===== src/rtl/jtdd_vtimer.sv =====
// Video timing generator: H/V counters, blanking/sync windows,
// flip-aware positions, delayed blanking, raster interrupt, frame toggle.
module jtdd_vtimer #(
    parameter int HCNT_W    = 9,
    parameter int VCNT_W    = 9,
    parameter int HTOTAL    = 384,
    parameter int VTOTAL    = 264,
    parameter int HB_START  = 256,
    parameter int HB_END    = 0,
    parameter int HS_START  = 288,
    parameter int HS_END    = 320,
    parameter int VB_START  = 240,
    parameter int VB_END    = 16,
    parameter int VS_START  = 248,
    parameter int VS_END    = 251,
    parameter int BLANK_DLY = 2
) (
    input  logic              clk,
    input  logic              rst_n,
    input  logic              pxl_cen,
    input  logic              flip,
    input  logic [VCNT_W-1:0] irq_line,
    input  logic              irq_en,
    input  logic              irq_ack,
    output logic [HCNT_W-1:0] H,
    output logic [VCNT_W-1:0] V,
    output logic [7:0]        HPOS,
    output logic [7:0]        VPOS,
    output logic              HBL,
    output logic              VBL,
    output logic              HS,
    output logic              VS,
    output logic              LHBL_dly,
    output logic              LVBL_dly,
    output logic              irq,
    output logic              vbl_pulse,
    output logic              frame
);

    localparam logic [HCNT_W-1:0] H_LAST = HCNT_W'(HTOTAL - 1);
    localparam logic [VCNT_W-1:0] V_LAST = VCNT_W'(VTOTAL - 1);
    localparam logic [HCNT_W-1:0] HB_S   = HCNT_W'(HB_START);
    localparam logic [HCNT_W-1:0] HB_E   = HCNT_W'(HB_END);
    localparam logic [HCNT_W-1:0] HS_S   = HCNT_W'(HS_START);
    localparam logic [HCNT_W-1:0] HS_E   = HCNT_W'(HS_END);
    localparam logic [VCNT_W-1:0] VB_S   = VCNT_W'(VB_START);
    localparam logic [VCNT_W-1:0] VB_E   = VCNT_W'(VB_END);
    localparam logic [VCNT_W-1:0] VS_S   = VCNT_W'(VS_START);
    localparam logic [VCNT_W-1:0] VS_E   = VCNT_W'(VS_END);

    logic              hwrap;
    logic              vwrap;
    logic [HCNT_W-1:0] h_nxt;
    logic [VCNT_W-1:0] v_nxt;
    logic              hbl_nxt;
    logic              hs_nxt;
    logic              vbl_nxt;
    logic              vs_nxt;
    logic              irq_set;

    // Clear has priority so START==END never asserts.
    function automatic logic win(input logic cur, input logic set,
                                 input logic clr);
        return clr ? 1'b0 : (set ? 1'b1 : cur);
    endfunction

    always_comb begin
        hwrap   = (H == H_LAST);
        vwrap   = hwrap && (V == V_LAST);
        h_nxt   = hwrap ? '0 : H + 1'b1;
        v_nxt   = V;
        if (hwrap)
            v_nxt = (V == V_LAST) ? '0 : V + 1'b1;
        hbl_nxt = win(HBL, h_nxt == HB_S, h_nxt == HB_E);
        hs_nxt  = win(HS, h_nxt == HS_S, h_nxt == HS_E);
        vbl_nxt = VBL;
        vs_nxt  = VS;
        if (hwrap) begin
            vbl_nxt = win(VBL, v_nxt == VB_S, v_nxt == VB_E);
            vs_nxt  = win(VS, v_nxt == VS_S, v_nxt == VS_E);
        end
        irq_set = pxl_cen && hwrap && irq_en && (v_nxt == irq_line);
    end

    always_ff @(posedge clk or negedge rst_n) begin
        if (!rst_n) begin
            H         <= '0;
            V         <= '0;
            HPOS      <= '0;
            VPOS      <= '0;
            HBL       <= 1'b1;
            VBL       <= 1'b1;
            HS        <= 1'b0;
            VS        <= 1'b0;
            vbl_pulse <= 1'b0;
            frame     <= 1'b0;
        end else begin
            vbl_pulse <= 1'b0;
            if (pxl_cen) begin
                H         <= h_nxt;
                V         <= v_nxt;
                HPOS      <= 8'(h_nxt) ^ {8{flip}};
                VPOS      <= 8'(v_nxt) ^ {8{flip}};
                HBL       <= hbl_nxt;
                VBL       <= vbl_nxt;
                HS        <= hs_nxt;
                VS        <= vs_nxt;
                vbl_pulse <= vbl_nxt & ~VBL;
                if (vwrap)
                    frame <= ~frame;
            end
        end
    end

    // A same-cycle set beats the acknowledge; disabling always wins.
    always_ff @(posedge clk or negedge rst_n) begin
        if (!rst_n)
            irq <= 1'b0;
        else if (!irq_en)
            irq <= 1'b0;
        else if (irq_set)
            irq <= 1'b1;
        else if (irq_ack)
            irq <= 1'b0;
    end

    generate
        if (BLANK_DLY == 0) begin : g_nodly
            assign LHBL_dly = ~HBL;
            assign LVBL_dly = ~VBL;
        end else begin : g_dly
            logic [BLANK_DLY-1:0] hsr;
            logic [BLANK_DLY-1:0] vsr;

            always_ff @(posedge clk or negedge rst_n) begin
                if (!rst_n) begin
                    hsr <= '0;
                    vsr <= '0;
                end else if (pxl_cen) begin
                    hsr <= BLANK_DLY'({hsr, ~HBL});
                    vsr <= BLANK_DLY'({vsr, ~VBL});
                end
            end

            assign LHBL_dly = hsr[BLANK_DLY-1];
            assign LVBL_dly = vsr[BLANK_DLY-1];
        end
    endgenerate

endmodule


===== config.mk =====
export PLATFORM = sky130hd
export DESIGN_NAME = jtdd_vtimer
export DESIGN_NICKNAME = d
export VERILOG_FILES = /design/src/rtl/jtdd_vtimer.sv
export SDC_FILE = /design/constraint.sdc
export NUM_CORES = 1
export LEC_CHECK = 0
export CAP_MARGIN = 20
export CORE_ASPECT_RATIO = 0.6
export CORE_MARGIN = 10
export CORE_UTILIZATION = 47
export DETAILED_ROUTE_END_ITERATION = 6
export PLACE_DENSITY = 0.77
export SLEW_MARGIN = 15
export SYNTH_ARGS = -nofsm -noshare
export SYNTH_HDL_FRONTEND = slang
export SYNTH_SLANG_ARGS = --single-unit
export TNS_END_PERCENT = 100

===== constraint.sdc =====
create_clock -name clk -period 2.5 [get_ports clk]
set_clock_uncertainty 0.1 [all_clocks]
set_input_delay 0.25 -clock clk [delete_from_list [all_inputs] [get_ports clk]]
set_output_delay 0.25 -clock clk [all_outputs]
set_load 0.1 [all_outputs]

# Yosys cells after proc, flatten, opt, wreduce, memory -nomap -nowiden

Cells that the tools add are included.
Widths: inputs -> output; s select.

Add/subtract/negate cells: 2
Equal/unequal tests: 11
Bitwise logic cells: 6
Reductions and logical operators: 12
Muxes and demuxes: 16

Operator list:

| kind                | count |
|---|---|
| $eq 9x9->1 const B  | 5 |
| $eq 9x8->1 const B  | 3 |
| $mux 9              | 3 |
| $add 9x1->9 const B | 2 |
| $xor 8x8->8         | 2 |
| $mux 1              | 13 |
| $eq 9x5->1 const B  | 1 |
| $eq 9x9->1          | 1 |
| $logic_not 9->1     | 1 |
| $reduce_and 2->1    | 3 |
| $reduce_bool 2->1   | 3 |
| $logic_and 1x1->1   | 4 |
| $ne 3x1->1 const B  | 1 |
| $not 1->1           | 3 |
| $reduce_and 3->1    | 1 |
| $and 1x1->1         | 1 |

Bits of input ports: 15
Logic and storage cells: 60
Flip-flop bits (word level): 45
Output and inout port bits: 43

# Logic depth before layout (Yosys ltp)

Gate-level depths: netlist of the first run.

Depth in word-level cells: 9
Gate-level depth with buffers: 8
Depth with buffers taken out: 7

# Worst setup path before layout of the first run

OpenSTA, ideal clock, no wires.

Path type: reg2reg
Start: register H[0]
End: register irq
Required time: 2.324 ns
Clock period less this slack: 3.113 ns
Path buffers: 0
Arrival time: 2.937 ns
Stages on the path, launching flop included: 8
Path slack: -0.613 ns
Setup time: 0.076 ns
Cells stage by stage: dfrtp_1 -> ha_1 -> nand4b_1 -> nor4_2 -> xnor2_1 -> o221ai_1 -> or4b_1 -> o21ai_1

Longest elaborated chain between the ends: 6
Elaborated cells on any way between the ends: 9
Those cells by class: 3 x eq/ne; 3 x mux; 3 x reduce/logical

RTL lines:

| item                                            | RTL line | source |
|---|---|---|
| start: declaration                              | 25       | `output logic [HCNT_W-1:0] H,` |
| start signal: assignment                        | 100      | `H <= h_nxt;` |
| $eq 9x9->1 *                                    | 68       | `hwrap = (H == H_LAST);` |
| $mux 9 or $logic_and 1x1->1 (tied branches)     | 72, 82   |  |
| $eq 9x9->1 or $logic_and 1x1->1 (tied branches) | 82       | `irq_set = pxl_cen && hwrap && irq_en && (v_nxt == irq_line);` |
| $logic_and 1x1->1 *                             | 82       |  |
| $mux 1                                          | 121      | `else if (irq_set)` |
| $mux 1                                          | 119      | `else if (!irq_en)` |
| end signal: assignment                          | 118      | `irq <= 1'b0;` |
| end signal: assignment                          | 120      | `irq <= 1'b0;` |
| end signal: assignment                          | 122      | `irq <= 1'b1;` |
| end: declaration                                | 35       | `output logic irq,` |

Mark *: on every way between the ends. The rest lies on a longest branch, timed or not.
A chain may end at the register's enable or synchronous reset.

# Final worst setup path of the first run

Start: register V[4]
End: register irq

Longest elaborated chain between the ends: 7
Elaborated cells on any way between the ends: 9
Those cells by class: 1 x add/sub; 3 x eq/ne; 4 x mux; 1 x reduce/logical

RTL lines:

| item                                      | RTL line | source |
|---|---|---|
| start: declaration                        | 26       | `output logic [VCNT_W-1:0] V,` |
| start signal: assignment                  | 101      | `V <= v_nxt;` |
| $add 9x1->9 or $eq 9x9->1 (tied branches) | 73       | `v_nxt = (V == V_LAST) ? '0 : V + 1'b1;` |
| $mux 9                                    | 73       |  |
| $mux 9 *                                  | 72       | `if (hwrap)` |
| $eq 9x9->1 *                              | 82       |  |
| $logic_and 1x1->1 *                       | 82       |  |
| $mux 1                                    | 121      |  |
| $mux 1                                    | 119      |  |

Marked as above.

==> out/results.ini, run 1 <==
[timing]
post-route-period-util_pct = 94.5
final_max_slew_viol_count = 0
setup_viol = 0
period_needed_ns = 2.36
rsz0062_at_grt = no
slew_headroom_pct = 47.6
fmax_mhz = 423
tightest_slew_ns = 0.786
hold_ws_ns = 0.262
final-hold-violation-count = 0

[place]
dpl.hpwl_um = 6150
dp_cells = 415
io_buffer_count = 57
finalWeightedCongestion = 1.03

[die]
die_x_um = 120
rows = 21
fp.dieH_um = 79.9
pin_count = 58
initial_core_util_pct = 49.6
core_um2 = 5680
die_area_um2 = 9580

[global_routing]
antenna_found_initial = 0
grtUsageTotal_pct = 16.7
grt_pass1_wl_um = 13100
grt_pass1_vias = 2418
overflow = 0
grt_max_degree = 36

[final_layout]
post-route-util_pct = 65.5
layout-drive-gt1-share_pct = 40.5
diodes = 0
fill_cells = 468
finalNonFillerCells = 428
syn_to_final_growth_pct = 32.1
fin_nets = 364

[clocking]
root_buffer = clkbuf_8
cts_tree = yes
clock_latency_ns = 0.30
cts_buffer_depth = 2
cts_buffers = 5
cts_htree_levels = 2
cts.sinks = 45
clk_pin_slew_ns = 0.08

[power]
sequentialPowerShare_pct = 29.9
p_sw_share_pct = 52.9
leakage_nw = 1.54
switching_power_mw = 1.87
vdd_drop_max_mv = 0.818
power.internal_mw = 1.66
combPwrFrac_pct = 56.3
p_clk_share_pct = 13.8
cellPowerDensity_nw_per_um2 = 951

[job]
drv_cap = 0

[critical_path]
reg2reg_depth = 6
startpoint = V[4]
path_max_fanout = 2
critPathArrivalTime_ns = 2.49
cp_slowest_cell = or4_4
cp-end-kind = flip-flop
slowest_delay_ns = 0.58
crit_type = reg2reg
rrSetupSlack_ns = 0.14
setup.worst_path.start_class = flip-flop
required_ns = 2.63
r2r_end = irq
path_cells = or4_4, nor3_4, mux2i_1, o221ai_1, or4b_1, o21ai_1
r2r_start = V[4]
crit_end = irq

[yosys]
synthFlopType = dfrtp_1
ys_warn_count = 0
async_flop_share_pct = 100
synth_nets = 288
yosys.cell_count.top_type = dfrtp_1
yosysTopAreaCellShare_pct = 38.3
ys_ff_latch = 45
yosys.area.top_type = dfrtp_1
synthTopCellsByCount = 43 x dfrtp_1, 32 x xnor2_1, 19 x nand2_1
synth_edf_count = 0
synth.area.top_cells = dfrtp_1 38%, xnor2_1 10%, mux2_2 7.2%
yosysUniqueCellTypes = 54
syn_area_um2 = 2810
syn_avg_cell_area_um2 = 10.4
synth_cells = 271
synth_seq_area_share_pct = 40.1

[routing]
drc = 0
drt-pass1-iter-count = 4
antenna_left = 0
routedWlPerCell_um = 18.3
routed_wl_um = 7840
drt_iter0_drc = 198
vias_per_cell = 5.48
vias = 2346

[status]
status = completed

[min_path]
min_path_type = in2reg

## critical path: cells and delay by family (launching register included)
kind | cells | cell delay (ns)
flip-flops | 1 | 0.47
AND/OR/NAND/NOR | 3 | 1.26
AO/OA/AOI/OAI | 2 | 0.26
multiplexers | 1 | 0.20
## registers in the layout, indices dropped and copies added (netlist names), 2 cells and up
| register | count |
|---|---|
| HPOS | 8 |
| g_dly.vsr | 2 |
| VPOS | 8 |
| g_dly.hsr | 2 |
| V | 9 |
| H | 9 |
## metrics by stage
stage	power (mW)	setup slack (ns)	TNS [ns]	cell area, um^2
floorplan	2.56	-0.102	-0.102	2880
finish	3.53	0.139	0	3720
CTS	3.52	0.0397	0	3650
global route	3.70	0.0262	0	3720
global placement	3.00	0.0976	0	3510
detailed placement	3.02	0.00622	0	3510
## cell usage in the layout, fill, tap and decap left out, types with 3 or more instances in the layout
| cell | synthesis | layout |
|---|---|---|
| a21oi_1 | 10 | 10 |
| a2bb2oi_1 | 3 | 3 |
| and2_1 | 4 | 4 |
| buf_4 | 3 | 70 |
| clkbuf_8 | 0 | 7 |
| clkdlybuf4s50_1 | 0 | 12 |
| dfrtp_1 | 43 | 27 |
| dfrtp_2 | 0 | 7 |
| dfrtp_4 | 0 | 9 |
| inv_1 | 11 | 11 |
| mux2_2 | 18 | 18 |
| mux2i_1 | 7 | 7 |
| nand2_1 | 19 | 19 |
| nand3_1 | 12 | 12 |
| nand4_1 | 7 | 7 |
| nor2_1 | 17 | 17 |
| nor3_1 | 7 | 6 |
| nor4_4 | 0 | 4 |
| o21ai_0 | 4 | 4 |
| o31ai_1 | 4 | 4 |
| xnor2_1 | 32 | 32 |
| xor2_1 | 6 | 6 |
## power groups by stage
stage	Combinational (mW)	Sequential, mW	Clock (mW)
finish	1.99	1.06	0.488
global route	2.08	1.07	0.541
CTS	1.97	1.05	0.501
detailed placement	1.96	1.06	0
global placement	1.94	1.05	0
floorplan	0.533	2.03	0
## cell type report
class | count | area [um^2] | area share [%]
multi-input combinational | 199 | 1640 | 44.0
sequential | 45 | 1170 | 31.5
timing repair buffer | 85 | 666 | 17.9
tap | 80 | 100 | 2.69
clock buffer | 7 | 96.3 | 2.59
inverter | 11 | 41.3 | 1.11
clock inverter | 1 | 5.00 | 0.135
## what timing repair did
action                                 CTS  global route
buffers inserted                         1             3
gates resized for setup                  2             7
setup endpoints to repair                1             4
pin swaps                                1             2
hold buffers                             1             0
endpoints found under the hold margin   31             0
## kinds of logic after synthesis
kind of cell / count (synthesis) / share of synthesized area, %
adders and majority gates: 2 / 0.890
muxes: 26 / 10.5
AOI/OAI and AO/OA: 34 / 8.90
and+or+nand+nor: 97 / 21.7
DFF: 45 / 40.1
xor gates and xnor gates: 40 / 13.4
buffers and inverters: 27 / 4.49
## metal layers
metal | up-vias | global-route usage [%] | part of all wire, %
met5 | - | 0 | 0
met4 | 0 | 3.36 | 0.50
met3 | 5 | 5.44 | 9.7
met2 | 85 | 22.3 | 39
met1 | 1143 | 25.1 | 51
li1 | 1113 | - | -
## worst min path at each step
| stage | end | slack [ns] | depth (start not counted) | from |
|---|---|---|---|---|
| detailed placement | V[4] | 0.28 | 1 | rst_n |
| global route | V[1] | 0.27 | 4 | pxl_cen |
| floorplan | HPOS[0] | -0.15 | 0 | rst_n |
| finish | V[1] | 0.26 | 4 | pxl_cen |
| CTS | V[1] | 0.25 | 4 | pxl_cen |
| global placement | V[3] | 0.28 | 1 | rst_n |
(Power assumes the default switching activity.)
==> inputs of run 2 (changes only) <==
--- a/config.mk
+++ b/config.mk
@@ -11,7 +11,7 @@
 export CORE_UTILIZATION = 47
 export DETAILED_ROUTE_END_ITERATION = 6
 export PLACE_DENSITY = 0.77
-export SLEW_MARGIN = 15
+export SLEW_MARGIN = 10
 export SYNTH_ARGS = -nofsm -noshare
 export SYNTH_HDL_FRONTEND = slang
 export SYNTH_SLANG_ARGS = --single-unit
==> results of run 2 <==
Final layout, timing and power as in run 1 (identical DEF).
